$ cat src/rtl/cache_pkg.sv
// Shared types, widths and line/word helpers for the direct-mapped cache controller.
package cache_pkg;

  typedef enum logic [2:0] {
    IDLE  = 3'd0,
    CMP   = 3'd1,
    FILL  = 3'd2,
    WRITE = 3'd3,
    RESP  = 3'd4
  } state_e;

  localparam int OFFSET_W = 2;
  localparam int BLOCK_W  = 4;
  localparam int WORD_W   = 32;
  localparam int LINE_W   = 128;

  // Word 0 sits in the most significant slot of a line, matching the memory block layout.
  function automatic logic [WORD_W-1:0] word_of_line(input logic [LINE_W-1:0] line,
                                                     input logic [OFFSET_W-1:0] off);
    logic [WORD_W-1:0] w;
    case (off)
      2'd0:    w = line[127:96];
      2'd1:    w = line[95:64];
      2'd2:    w = line[63:32];
      2'd3:    w = line[31:0];
      default: w = line[31:0];
    endcase
    return w;
  endfunction

  function automatic logic [LINE_W-1:0] set_word(input logic [LINE_W-1:0] line,
                                                 input logic [OFFSET_W-1:0] off,
                                                 input logic [WORD_W-1:0] w);
    logic [LINE_W-1:0] l;
    l = line;
    case (off)
      2'd0:    l[127:96] = w;
      2'd1:    l[95:64]  = w;
      2'd2:    l[63:32]  = w;
      2'd3:    l[31:0]   = w;
      default: l[31:0]   = w;
    endcase
    return l;
  endfunction

  function automatic logic [15:0] sat_inc16(input logic [15:0] v);
    logic [15:0] r;
    if (v == 16'hFFFF) begin
      r = v;
    end else begin
      r = v + 16'd1;
    end
    return r;
  endfunction

endpackage

$ cat src/rtl/dm_line_store.sv
// Valid/tag/data arrays of the cache: combinational read by index, one write port
// that either fills a whole line (tag + valid) or updates a single word in place.
module dm_line_store
  import cache_pkg::*;
#(
  parameter int LINES = 4,
  parameter int IDX_W = $clog2(LINES)
) (
  input  logic                clk,
  input  logic                rst_n,
  input  logic [IDX_W-1:0]    rd_idx_i,
  output logic                rd_valid_o,
  output logic [BLOCK_W-1:0]  rd_tag_o,
  output logic [LINE_W-1:0]   rd_line_o,
  input  logic                wr_en_i,
  input  logic                wr_fill_i,
  input  logic [IDX_W-1:0]    wr_idx_i,
  input  logic [BLOCK_W-1:0]  wr_tag_i,
  input  logic [OFFSET_W-1:0] wr_off_i,
  input  logic [WORD_W-1:0]   wr_word_i,
  input  logic [LINE_W-1:0]   wr_line_i
);

  // The full block number is kept as tag so the compare works for every LINES value.
  logic [LINES-1:0]   valid_q, valid_d;
  logic [BLOCK_W-1:0] tag_q  [LINES];
  logic [BLOCK_W-1:0] tag_d  [LINES];
  logic [LINE_W-1:0]  data_q [LINES];
  logic [LINE_W-1:0]  data_d [LINES];

  assign rd_valid_o = valid_q[rd_idx_i];
  assign rd_tag_o   = tag_q[rd_idx_i];
  assign rd_line_o  = data_q[rd_idx_i];

  // Next-state of the arrays from the single write port.
  always_comb begin
    valid_d = valid_q;
    tag_d   = tag_q;
    data_d  = data_q;
    if (wr_en_i && wr_fill_i) begin
      valid_d[wr_idx_i] = 1'b1;
      tag_d[wr_idx_i]   = wr_tag_i;
      data_d[wr_idx_i]  = wr_line_i;
    end else if (wr_en_i) begin
      data_d[wr_idx_i]  = set_word(data_q[wr_idx_i], wr_off_i, wr_word_i);
    end else begin
      valid_d = valid_q;
    end
  end

  // Valid bits are the only state that must be cleared on reset.
  always_ff @(posedge clk or negedge rst_n) begin
    if (!rst_n) begin
      valid_q <= '0;
    end else begin
      valid_q <= valid_d;
    end
  end

  // Tag and data payload.
  always_ff @(posedge clk) begin
    tag_q  <= tag_d;
    data_q <= data_d;
  end

endmodule

$ cat src/rtl/dm_cache_ctrl.sv
// Direct-mapped, write-through, no-write-allocate cache controller with 4-word lines.
// Optional hit/miss counters are built when DM_CACHE_STATS_EN is defined.
module dm_cache_ctrl
  import cache_pkg::*;
#(
  parameter int LINES   = 4,
  parameter int MEM_LAT = 1
) (
  input  logic          clk,
  input  logic          rst_n,
  input  logic          cpu_req,
  input  logic          cpu_we,
  input  logic [31:0]   cpu_addr,
  input  logic [31:0]   cpu_wdata,
  output logic [31:0]   cpu_rdata,
  output logic          cpu_ready,
  output logic          mem_en,
  output logic          mem_w,
  output logic [31:0]   mem_addr,
  output logic [31:0]   mem_din,
  input  logic [127:0]  mem_dout
`ifdef DM_CACHE_STATS_EN
  ,
  output logic [15:0]   hit_cnt,
  output logic [15:0]   miss_cnt
`endif
);

  localparam int IDX_W = $clog2(LINES);
  localparam logic [2:0] LAST_CNT = 3'(MEM_LAT - 1);

  state_e        state_q, state_d;
  logic [5:0]    addr_q, addr_d;
  logic          we_q, we_d;
  logic [31:0]   wdata_q, wdata_d;
  logic          hit_q, hit_d;
  logic [2:0]    cnt_q, cnt_d;
  logic          cpu_ready_q, cpu_ready_d;
  logic [31:0]   cpu_rdata_q, cpu_rdata_d;
  logic          mem_en_q, mem_en_d;
  logic          mem_w_q, mem_w_d;
  logic [31:0]   mem_addr_q, mem_addr_d;
  logic [31:0]   mem_din_q, mem_din_d;

  logic [BLOCK_W-1:0]  blk_s;
  logic [OFFSET_W-1:0] off_s;
  logic [IDX_W-1:0]    idx_s;
  logic                rd_valid_s;
  logic [BLOCK_W-1:0]  rd_tag_s;
  logic [LINE_W-1:0]   rd_line_s;
  logic                hit_s;
  logic                ls_wr_en_s;
  logic                ls_fill_s;
  logic [31:0]         fill_addr_s;
  logic [25:0]         unused_addr_s;

  assign unused_addr_s = cpu_addr[31:6];
  assign blk_s       = addr_q[5:2];
  assign off_s       = addr_q[1:0];
  assign idx_s       = blk_s[IDX_W-1:0];
  assign hit_s       = rd_valid_s && (rd_tag_s == blk_s);
  assign fill_addr_s = {blk_s, 28'd0};

  dm_line_store #(.LINES(LINES)) u_store (
    .clk        (clk),
    .rst_n      (rst_n),
    .rd_idx_i   (idx_s),
    .rd_valid_o (rd_valid_s),
    .rd_tag_o   (rd_tag_s),
    .rd_line_o  (rd_line_s),
    .wr_en_i    (ls_wr_en_s),
    .wr_fill_i  (ls_fill_s),
    .wr_idx_i   (idx_s),
    .wr_tag_i   (blk_s),
    .wr_off_i   (off_s),
    .wr_word_i  (wdata_q),
    .wr_line_i  (mem_dout)
  );

  // FSM next state and next values of the registered outputs.
  always_comb begin
    state_d     = state_q;
    addr_d      = addr_q;
    we_d        = we_q;
    wdata_d     = wdata_q;
    hit_d       = hit_q;
    cnt_d       = cnt_q;
    cpu_ready_d = 1'b0;
    cpu_rdata_d = cpu_rdata_q;
    mem_en_d    = 1'b0;
    mem_w_d     = 1'b0;
    mem_addr_d  = 32'd0;
    mem_din_d   = 32'd0;
    ls_wr_en_s  = 1'b0;
    ls_fill_s   = 1'b0;
    case (state_q)
      IDLE: begin
        if (cpu_req) begin
          state_d = CMP;
          addr_d  = cpu_addr[5:0];
          we_d    = cpu_we;
          wdata_d = cpu_wdata;
        end else begin
          state_d = IDLE;
        end
      end
      CMP: begin
        hit_d = hit_s;
        if (we_q) begin
          state_d    = WRITE;
          mem_en_d   = 1'b1;
          mem_w_d    = 1'b1;
          mem_addr_d = {26'd0, addr_q};
          mem_din_d  = wdata_q;
        end else if (hit_s) begin
          state_d     = RESP;
          cpu_ready_d = 1'b1;
          cpu_rdata_d = word_of_line(rd_line_s, off_s);
        end else begin
          state_d    = FILL;
          cnt_d      = 3'd0;
          mem_en_d   = 1'b1;
          mem_addr_d = fill_addr_s;
        end
      end
      FILL: begin
        // mem_dout is captured on the last edge of the MEM_LAT-cycle enable window.
        if (cnt_q == LAST_CNT) begin
          ls_wr_en_s  = 1'b1;
          ls_fill_s   = 1'b1;
          cpu_rdata_d = word_of_line(mem_dout, off_s);
          cpu_ready_d = 1'b1;
          state_d     = RESP;
        end else begin
          cnt_d      = cnt_q + 3'd1;
          mem_en_d   = 1'b1;
          mem_addr_d = fill_addr_s;
        end
      end
      WRITE: begin
        ls_wr_en_s  = hit_q;
        cpu_ready_d = 1'b1;
        state_d     = RESP;
      end
      RESP: begin
        state_d = IDLE;
      end
      default: begin
        state_d = IDLE;
      end
    endcase
  end

  // Controller state and registered outputs.
  always_ff @(posedge clk or negedge rst_n) begin
    if (!rst_n) begin
      state_q     <= IDLE;
      addr_q      <= 6'd0;
      we_q        <= 1'b0;
      wdata_q     <= 32'd0;
      hit_q       <= 1'b0;
      cnt_q       <= 3'd0;
      cpu_ready_q <= 1'b0;
      cpu_rdata_q <= 32'd0;
      mem_en_q    <= 1'b0;
      mem_w_q     <= 1'b0;
      mem_addr_q  <= 32'd0;
      mem_din_q   <= 32'd0;
    end else begin
      state_q     <= state_d;
      addr_q      <= addr_d;
      we_q        <= we_d;
      wdata_q     <= wdata_d;
      hit_q       <= hit_d;
      cnt_q       <= cnt_d;
      cpu_ready_q <= cpu_ready_d;
      cpu_rdata_q <= cpu_rdata_d;
      mem_en_q    <= mem_en_d;
      mem_w_q     <= mem_w_d;
      mem_addr_q  <= mem_addr_d;
      mem_din_q   <= mem_din_d;
    end
  end

  assign cpu_ready = cpu_ready_q;
  assign cpu_rdata = cpu_rdata_q;
  assign mem_en    = mem_en_q;
  assign mem_w     = mem_w_q;
  assign mem_addr  = mem_addr_q;
  assign mem_din   = mem_din_q;

`ifdef DM_CACHE_STATS_EN
  logic [15:0] hit_cnt_q, hit_cnt_d;
  logic [15:0] miss_cnt_q, miss_cnt_d;

  // Loads are classified in CMP; stores never touch the counters.
  always_comb begin
    hit_cnt_d  = hit_cnt_q;
    miss_cnt_d = miss_cnt_q;
    if (state_q == CMP && !we_q) begin
      if (hit_s) begin
        hit_cnt_d = sat_inc16(hit_cnt_q);
      end else begin
        miss_cnt_d = sat_inc16(miss_cnt_q);
      end
    end else begin
      hit_cnt_d = hit_cnt_q;
    end
  end

  // Saturating hit/miss counters.
  always_ff @(posedge clk or negedge rst_n) begin
    if (!rst_n) begin
      hit_cnt_q  <= 16'd0;
      miss_cnt_q <= 16'd0;
    end else begin
      hit_cnt_q  <= hit_cnt_d;
      miss_cnt_q <= miss_cnt_d;
    end
  end

  assign hit_cnt  = hit_cnt_q;
  assign miss_cnt = miss_cnt_q;
`endif

endmodule

$ cat config.mk
export PLATFORM = sky130hd
export DESIGN_NAME = dm_cache_ctrl
export DESIGN_NICKNAME = d
export VERILOG_FILES = /design/src/rtl/cache_pkg.sv /design/src/rtl/dm_line_store.sv /design/src/rtl/dm_cache_ctrl.sv
export SDC_FILE = /design/constraint.sdc
export NUM_CORES = 1
export LEC_CHECK = 0
export ABC_AREA = 0
export CORE_ASPECT_RATIO = 0.5
export CORE_MARGIN = 4
export CORE_UTILIZATION = 35
export CTS_BUF_LIST = sky130_fd_sc_hd__clkbuf_8
export CTS_CLUSTER_DIAMETER = 120
export CTS_CLUSTER_SIZE = 10
export DETAILED_ROUTE_END_ITERATION = 8
export PLACE_DENSITY_LB_ADDON = 0.25
export SKIP_LAST_GASP = 1
export SLEW_MARGIN = 10
export SYNTH_ARGS = -nofsm -noshare
export SYNTH_HDL_FRONTEND = slang
export SYNTH_SLANG_ARGS = --single-unit
$ cat constraint.sdc
create_clock -name clk -period 9.9 [get_ports clk]
set_input_delay 1.98 -clock clk [delete_from_list [all_inputs] [get_ports clk]]
set_output_delay 1.98 -clock clk [all_outputs]
set_load 0.01 [all_outputs]
==> results.py <==
metrics = {
    "grt": {
        "grt-ovfl-total": 0,
        "first_global_vias": 22500,
        "antenna_found_initial": 2,
        "grt_max_degree": 129,
        "globalRouteTotalUtil": 0.203,
        "grt_pass1_wl_mm": 147,
    },
    "clock_tree": {
        "tritoncts": "done",
        "ctsHoldBuffers": 0,
        "insertion_delay_ns": 0.75,
        "clkTransAtPathRegs_ns": 0.08,
        "cts_num_sinks": 655,
        "cts_resized": 0,
        "htreeDepth": 3,
        "cts_setup_buffers": 0,
        "cts_buffers": 76,
        "root_buffer": "clkbuf_8",
        "clk_path_buf_depth": 3,
    },
    "timing": {
        "min_period_ns": 4.40,
        "setup-tns-final_ns": 0,
        "setup_slack_ns": 5.50,
        "hold_viol": 0,
        "drv_slew": 0,
        "relSlewSlack": 0.183,
        "setup_viol": 0,
        "rsz0062_at_grt": "false",
        "worstMarginPinSlew_ns": 1.22,
        "period_share": 0.444,
        "skew_ns": 0.0389,
        "clock.fmax_mhz": 228,
    },
    "routing": {
        "drt_iter0_drc": 2033,
        "routed_wl_mm": 100,
        "drc": 0,
        "num_vias": 21800,
        "ant_nets": 0,
        "routed_via_density": 5.51,
        "wire_per_inst_um": 25.3,
        "drtPass1Iterations": 6,
    },
    "logic_synthesis": {
        "synth_warnings": 0,
        "avgSynthCellArea_um2": 12.5,
        "yosysSeqAreaShare": 0.597,
        "dominantRegCellSynth": "edfxtp_1",
        "synth-edff-count": 528,
        "syn_area_um2": 31900,
        "synth_area_leaders": "edfxtp_1, mux4_2, dfrtp_1, nor2_1, mux2i_1",
        "netlist_instances": 2543,
        "synth-seq-cells": 655,
        "yosysUniqueCellTypes": 42,
        "synth.top_cell.area_share": 0.498,
        "async_reset_ff_frac": 0.194,
        "yosysTopAreaCell": "edfxtp_1",
    },
    "cells_and_area": {
        "layout_common_cells": "edfxtp_1, nor2_1, clkdlybuf4s50_1",
        "final_net_count": 2900,
        "syn_to_final_growth_pct": 15.3,
        "drive_gt1_frac": 0.149,
        "final_common_cell": "edfxtp_1",
        "final-instance-count-excl-fill": 3953,
    },
    "die": {
        "core_area_um2": 89300,
        "ioPinCount": 295,
        "die_x_um": 435,
        "die_area_um2": 96200,
        "dieHeight_um": 221,
        "start_util": 0.357,
        "num_rows": 77,
    },
    "min_path": {
        "holdCritPathClass": "flop to flop",
    },
    "status": {
        "status": "finished clean",
    },
    "job": {
        "drv_cap": 0,
    },
    "placed_design": {
        "pre_cts_slack_ns": 5.48,
        "gp_congestion": 0.783,
        "numPortBuffers": 246,
        "dp_cells": 3809,
        "dp_hpwl_mm": 56.0,
    },
    "critical_path": {
        "worstPathRequired_ns": 10.34,
        "crit_type": "flop to flop",
        "cp.arrival_ns": 4.83,
        "critPathLaunchType": "flop",
        "critPathMaxFanout": 65,
        "end_kind": "flop",
    },
    "power_and_ir_drop": {
        "total_power_mw": 12.0,
        "p_leak_nw": 13.2,
        "irDropWorstVdd_v": 0.000216,
        "p_per_area_nw_per_um2": 326,
    },
}
-- state kept, by name (all words and copies together), names as in the netlist --
name / cells
cpu_ready: 1
addr_q: 6
state_q: 3
cnt_q: 3
mem_w: 1
wdata_q: 32
hit_q: 1
mem_din: 32
u_store.data_q: 512
mem_en: 1
u_store.valid_q: 4
u_store.tag_q: 16
we_q: 1
mem_addr: 10
cpu_rdata: 32
-- synth_stat cells (27+ instances only) --
cell and n:
nor2_1 525, a22oi_1 32, o21ai_0 161, mux4_2 162
o211ai_1 32, nand3_1 97, mux2i_1 128, edfxtp_1 528
clkbuf_1 156, mux2_2 87, dfrtp_1 127, a21oi_1 33
buf_2 27, o22ai_1 32, nand2_1 234, and2_1 40
o21ai_1 34
-- kinds of logic (layout without fill, tap and decap cells) --
kind of cell             count (synthesis)  after routing  synth area share
AO/OA/AOI/OAI                          331            331            0.0593
other                                    1             26          0.000118
adder cells (fa/ha/maj)                  2              2          0.000785
flip-flops                             655            655             0.597
XOR/XNOR                                 2              2          0.000550
buffers and inverters                  233            433            0.0318
multiplexers                           393            393             0.191
AND/OR/NAND/NOR                        926            926             0.119
-- layer usage --
layer,share of wire,GRT usage
met2,0.48,0.339
met1,0.43,0.273
met5,0.000070,0
met4,0.021,0.0515
met3,0.064,0.0396
-- worst paths after layout --
| kind | end | cells past startpoint | start | slack [ns] |
|---|---|---|---|---|
| max in group asynchronous | addr_q[2] | 2 | rst_n | 7.56 |
| worst max-delay path | u_store.data_q[368] | 5 | addr_q[3] | 5.50 |
| worst max register to register | u_store.data_q[368] | 5 | addr_q[3] | 5.50 |
| worst min-delay path | u_store.valid_q[1] | 1 | u_store.valid_q[1] | 0.46 |
| worst min register to register | u_store.valid_q[1] | 1 | u_store.valid_q[1] | 0.46 |
| min in group asynchronous | mem_din[0] | 1 | rst_n | 1.13 |
-- worst max-delay path, stage by stage (launching register included) --
cell and delay (ns):
dfrtp_4 0.85, buf_4 0.89, nand2b_4 0.68, buf_4 0.63, buf_4 0.81, nor2_1 0.13
-- metrics by stage --
stage	hold WS (ns)	area, um^2	utilization
global route	0.487	36700	0.411
detailed placement	0.447	35400	0.396
finish	0.462	36700	0.411
CTS	0.465	36700	0.411
floorplan	0.430	31900	-
global placement	0.444	35400	0.396
-- report_power, final --
group / leakage, nW / internal [mW] / total [mW] / switching [mW]
clock network: 0.879 / 0.740 / 1.78 / 1.04
logic: 5.87 / 2.24 / 5.94 / 3.70
registers: 6.46 / 3.79 / 4.26 / 0.471
-- area by class of cell --
type	count	area, um^2
fill	8369	52600
sequential	655	19000
multi-input combinational	1676	12000
timing repair buffer	290	2830
tap	1185	1480
clock buffer	78	1070
clock inverter	62	263
inverter	3	11.3
antenna	4	10.0
(Power assumes the default switching activity.)
==> edit 1 (config.mk and constraints unchanged) <==
The option `DM_CACHE_STATS_EN` is turned on by a define.
--- a/src/rtl/dm_cache_ctrl.sv
+++ b/src/rtl/dm_cache_ctrl.sv
@@ -2,2 +2,4 @@
 // Optional hit/miss counters are built when DM_CACHE_STATS_EN is defined.
+`define DM_CACHE_STATS_EN
+
 module dm_cache_ctrl
Check against the original RTL (old outputs only; new: hit_cnt and miss_cnt): same outputs for any inputs over 4 cycles, from zero or initial values and one cycle with rst_n low; that may be too few to reach the edited logic, so the function may still have changed.
==> edit 1 against the original RTL <==
- sequential power is 2% higher
- synthesized cell count is 7.1% higher
- sequential cell count is 32 higher
- wire length is 1.3% higher
- clock skew is 1.3 ps lower
- first-iteration DRC count is 4.7% lower
- count of clock-buffer cells in the layout is 3 higher
- worst setup slack better by 59 ps
- synthesized area is 4.5% higher
- maximum frequency is 1.4% higher
- utilization hardly changed
- total power is 1.7% higher
- cell area is 4.9% higher
- cell count is 7.0% higher
==> edit 1: results (changes against the original RTL) <==
| Metric | Value |
|---|---|
| Placed inst area | 37,200 µm² (+5.1%) |
| Clk_skew | 37.6 ps (-1.34 ps) |
| Setup WS pre-CTS | 5540 ps (+61.0 ps) |
| Share of cells above drive strength 1 | 0.125 (-0.0235) |
| Worst-skew pair later-pin latency | 700 ps (-50 ps) |
| R2R depth | 8 (+3) |
| Global-route wire length before repair | 149,000 µm (+1.3%) |
| Post-DR vias/cell | 5.48 (-0.64%) |
| Synth cell types | 53 (+26%) |
| PortBufs | 278 (+13%) |
| Crit-path slowest cell | buf_4 |
| Max incr delay on CP | 750 ps (-140 ps) |
| Final wirelength | 101,000 µm (+1.3%) |
| Initial antenna violation count | 4 (+2) |
| Placer Congestion | 0.772 (-1.5%) |
| Status | finished clean |
| Cts bufs inserted | 78 (+2.6%) |
| Max VDD drop | 0.167 mV (-22%) |
| Post-DP HPWL | 56,800 µm (+1.4%) |
| Pin count of the biggest net entering global routing | 201 (+56%) |
| Seq/Total Area, Yosys | 0.595 (-0.00194) |
| Synth cell count leaders | nor2_1, edfxtp_1, mux2i_1 |
| FFs w/ async S/R, synth | 0.231 (+0.0375) |
| Worst-path maximum fanout | 48 (-26%) |
| Vias in the first global route | 23,355 (+3.7%) |
| Slew HR | 0.170 (-0.0130) |
| Leak Pwr | 14.4 nW (+9.0%) |
| Gr usage total | 0.197 (-0.00650) |
| Net switching power figure | 0.00528 W (+1.5%) |
| Starting DRT DRC Count | 1,938 (-4.7%) |
[edit 1: power groups by stage]
stage	Clock, W	Combinational (W)	Sequential (W)
6_report	0.00182	0.00600	0.00436
2_1_floorplan	0	0.00418	0.00426
3_3_place_gp	0	0.00589	0.00441
5_1_grt	0.00199	0.00654	0.00442
3_5_place_dp	0	0.00598	0.00443
4_1_cts	0.00187	0.00599	0.00437
[edit 1: path summary, 6_finish.rpt]
check | start | end | slack, ps
max | addr_q[2] | cpu_rdata[5] | 5560
max in group asynchronous | rst_n | addr_q[1] | 6870
min reg2reg | u_store.valid_q[2] | u_store.valid_q[2] | 470
min in group asynchronous | rst_n | wdata_q[1] | 1390
max reg2reg | addr_q[2] | cpu_rdata[5] | 5560
min | u_store.valid_q[2] | u_store.valid_q[2] | 470
[edit 1: kinds of logic (layout without fill, tap and decap cells)]
logic type / Yosys count / after routing / synth area share
xor gates and xnor gates: 31 / 31 / 0.00837
buffers and inverters: 244 / 471 / 0.0336
and+or+nand+nor: 905 / 905 / 0.114
AOI/OAI and AO/OA: 398 / 398 / 0.0705
muxes: 453 / 453 / 0.177
adders and majority gates: 4 / 4 / 0.00150
other: 1 / 25 / 0.000113
DFF: 687 / 687 / 0.595
[edit 1: metrics by stage]
step	utilization	std cells
floorplan	-	2744
finish	0.411	4229
detailed placement	0.397	4083
global route	0.411	4228
global placement	0.397	4083
CTS	0.411	4226
[edit 1: worst max-delay path, delay by kind of cell, from the launching register on]
family | cells | cell delay [ps]
buffers and inverters | 2 | 1360
AOI/OAI and AO/OA | 2 | 720
muxes | 2 | 1030
xor gates and xnor gates | 1 | 160
DFF | 1 | 730
and+or+nand+nor | 1 | 180
[edit 1: metal layers]
metal | GRT usage | vias to the layer above | share of wire
met5 | 0 | - | 0.00021
met4 | 0.0665 | 4 | 0.032
met3 | 0.0286 | 195 | 0.049
met2 | 0.338 | 748 | 0.49
met1 | 0.257 | 11896 | 0.43
li1 | - | 10317 | -
[edit 1: area by class of cell]
class | count | area [µm²]
flip-flops and latches | 687 | 19900
clock inverters | 62 | 248
diodes | 3 | 7.51
clock buffers | 81 | 1110
repair buffers | 324 | 3170
inverters | 4 | 17.5
well taps | 1255 | 1570
fillers | 8893 | 55200
multi-input cells | 1813 | 12600
==> edit 2 (same flow settings) <==
Without the edit above. Re-encode `state_e` (5 states) as one-hot, 5 bits wide.
--- a/src/rtl/cache_pkg.sv
+++ b/src/rtl/cache_pkg.sv
@@ -3,8 +3,8 @@
 
-  typedef enum logic [2:0] {
-    IDLE  = 3'd0,
-    CMP   = 3'd1,
-    FILL  = 3'd2,
-    WRITE = 3'd3,
-    RESP  = 3'd4
+  typedef enum logic [4:0] {
+    IDLE  = 5'b00001,
+    CMP   = 5'b00010,
+    FILL  = 5'b00100,
+    WRITE = 5'b01000,
+    RESP  = 5'b10000
   } state_e;
Formal check against the unedited RTL: no difference found for any inputs over 4 cycles, from zero or initial values and one cycle with rst_n low; so few cycles prove little.
==> edit 2 against the original RTL <==
- total power down 14%
- hold slack better by 15 ps
- via count down 1.5%
- worst setup slack better by 290 ps
- die area down 2.0%
- sequential cell count up 2
- cell area down 2.0%
- synthesized area down 2.1%
- clock skew down 6.6 ps
- global-route usage down 0.41 points
- wire length down 4.4%
- critical path type unchanged
- largest cell class unchanged
==> edit 2: results (changes against the original RTL) <==
| Metric | Value |
|---|---|
| Buffering overhead | 0.0788 (+0.00177) |
| Top reg by flops | u_store.data_q |
| #MultiIn Comb | 1,654 (-1.3%) |
| Seq/Total Area, Yosys | 0.612 (+0.0143) |
| Register Area | 19,100 µm² (+0.27%) |
| Antenna cells | 5 (+1) |
| Final non-filler cell total | 3,929 (-0.61%) |
| Actual slew at the worst max-slew pin | 1170 ps (-48.2 ps) |
| Core outline area | 88,300 µm² (-1.1%) |
| Placed inst area | 34,700 µm² (-2.0%) |
| Crit-path slowest cell | dfrtp_4 |
| Inverters | 4 (+1) |
| Synth cell count leaders | edfxtp_1, nor2_1, nand2_1 |
| Clk_skew | 32.3 ps (-6.58 ps) |
| Max VDD drop | 0.199 mV (-7.9%) |
| Global-route wire length before repair | 140,000 µm (-5.0%) |
| Sequential power share | 0.370 (+0.014) |
| Post-Place Cells | 3,786 (-0.60%) |
| Xor/xnor share of the synthesized area | 0.000281 (-0.000269) |
| Synth top area cells | edfxtp_1, dfrtp_1, mux4_2 |
| Power Density | 287 nW/µm² (-12%) |
| Hold Slack | 477 ps (+15.2 ps) |
| Final wirelength | 95,700 µm (-4.4%) |
| Max incr delay on CP | 810 ps (-80 ps) |
| Starting DRT DRC Count | 1,940 (-4.6%) |
| Clock-cell share | 0.0365 (+0.0000768) |
| Final Net Count | 2,876 (-0.83%) |
| Gr usage total | 0.199 (-0.00413) |
| Post-DR vias/cell | 5.46 (-0.95%) |
| Worst-skew pair later-pin latency | 730 ps (-20 ps) |
| Area of the multi-input gates | 11,200 µm² (-6.4%) |
| Synth cell types | 44 (+4.8%) |
| Reg2Reg Setup Slack | 5800 ps (+290 ps) |
| Comb pwr | 0.00475 W (-20%) |
| FFs w/ async S/R, synth | 0.196 (+0.00245) |
| Worst-path maximum fanout | 36 (-45%) |
| Leak Pwr | 12.9 nW (-2.6%) |
| Worst Path Arrival | 4710 ps (-120 ps) |
| DR pass1 iterations | 5 (-1) |
| Nonclk buf count | 286 (-1.4%) |
| # clk buffers | 77 (-1.3%) |
| PortBufs | 246 (unchanged) |
| Share of cells above drive strength 1 | 0.132 (-0.0165) |
| Status | finished clean |
| Mux cell area share after synthesis | 0.160 (-0.0309) |
| Post-DP HPWL | 51,100 µm (-8.8%) |
| Cts bufs inserted | 75 (-1.3%) |
| Vias in the first global route | 21,891 (-2.8%) |
| Fillers | 8,425 (+0.67%) |
| Area fraction in compound gates after synthesis | 0.0755 (+0.0162) |
| Adder-cell area share of the yosys netlist | 0.000802 (+0.0000167) |
| Placer Congestion | 0.754 (-3.7%) |
| Sw Share | 0.418 (-0.0166) |
| Syn Area/Cell | 12.4 µm² (-1.4%) |
| Initial antenna violation count | 10 (+8) |
| Pin count of the biggest net entering global routing | 130 (+0.78%) |
| Sinks on Clock Net | 657 (+0.31%) |
[edit 2: routing by layer]
layer / part of all wire / global-route usage / up-vias / wire (µm)
met5: 0.00072 / 0 / - / 69
met4: 0.030 / 0.0639 / 12 / 2840
met3: 0.058 / 0.0367 / 183 / 5570
met2: 0.48 / 0.337 / 690 / 46400
met1: 0.43 / 0.261 / 11042 / 40800
li1: - / - / 9523 / -
[edit 2: worst paths after layout]
check                                    from  cells after the start                  to
max                                 addr_q[2]                      7        cpu_rdata[8]
min                        u_store.valid_q[3]                      1  u_store.valid_q[3]
max reg2reg                         addr_q[2]                      7        cpu_rdata[8]
min reg2reg                u_store.valid_q[3]                      1  u_store.valid_q[3]
max in group asynchronous               rst_n                      2         wdata_q[31]
min in group asynchronous               rst_n                      1         wdata_q[26]
[edit 2: stage by stage]
step                      setup WS (ps)  power [W]
after global routing               5610     0.0110
after global placement             5770    0.00853
after detailed placement           5750    0.00860
after floorplan                    2460    0.00704
final                              5800     0.0103
after CTS                          5730     0.0104
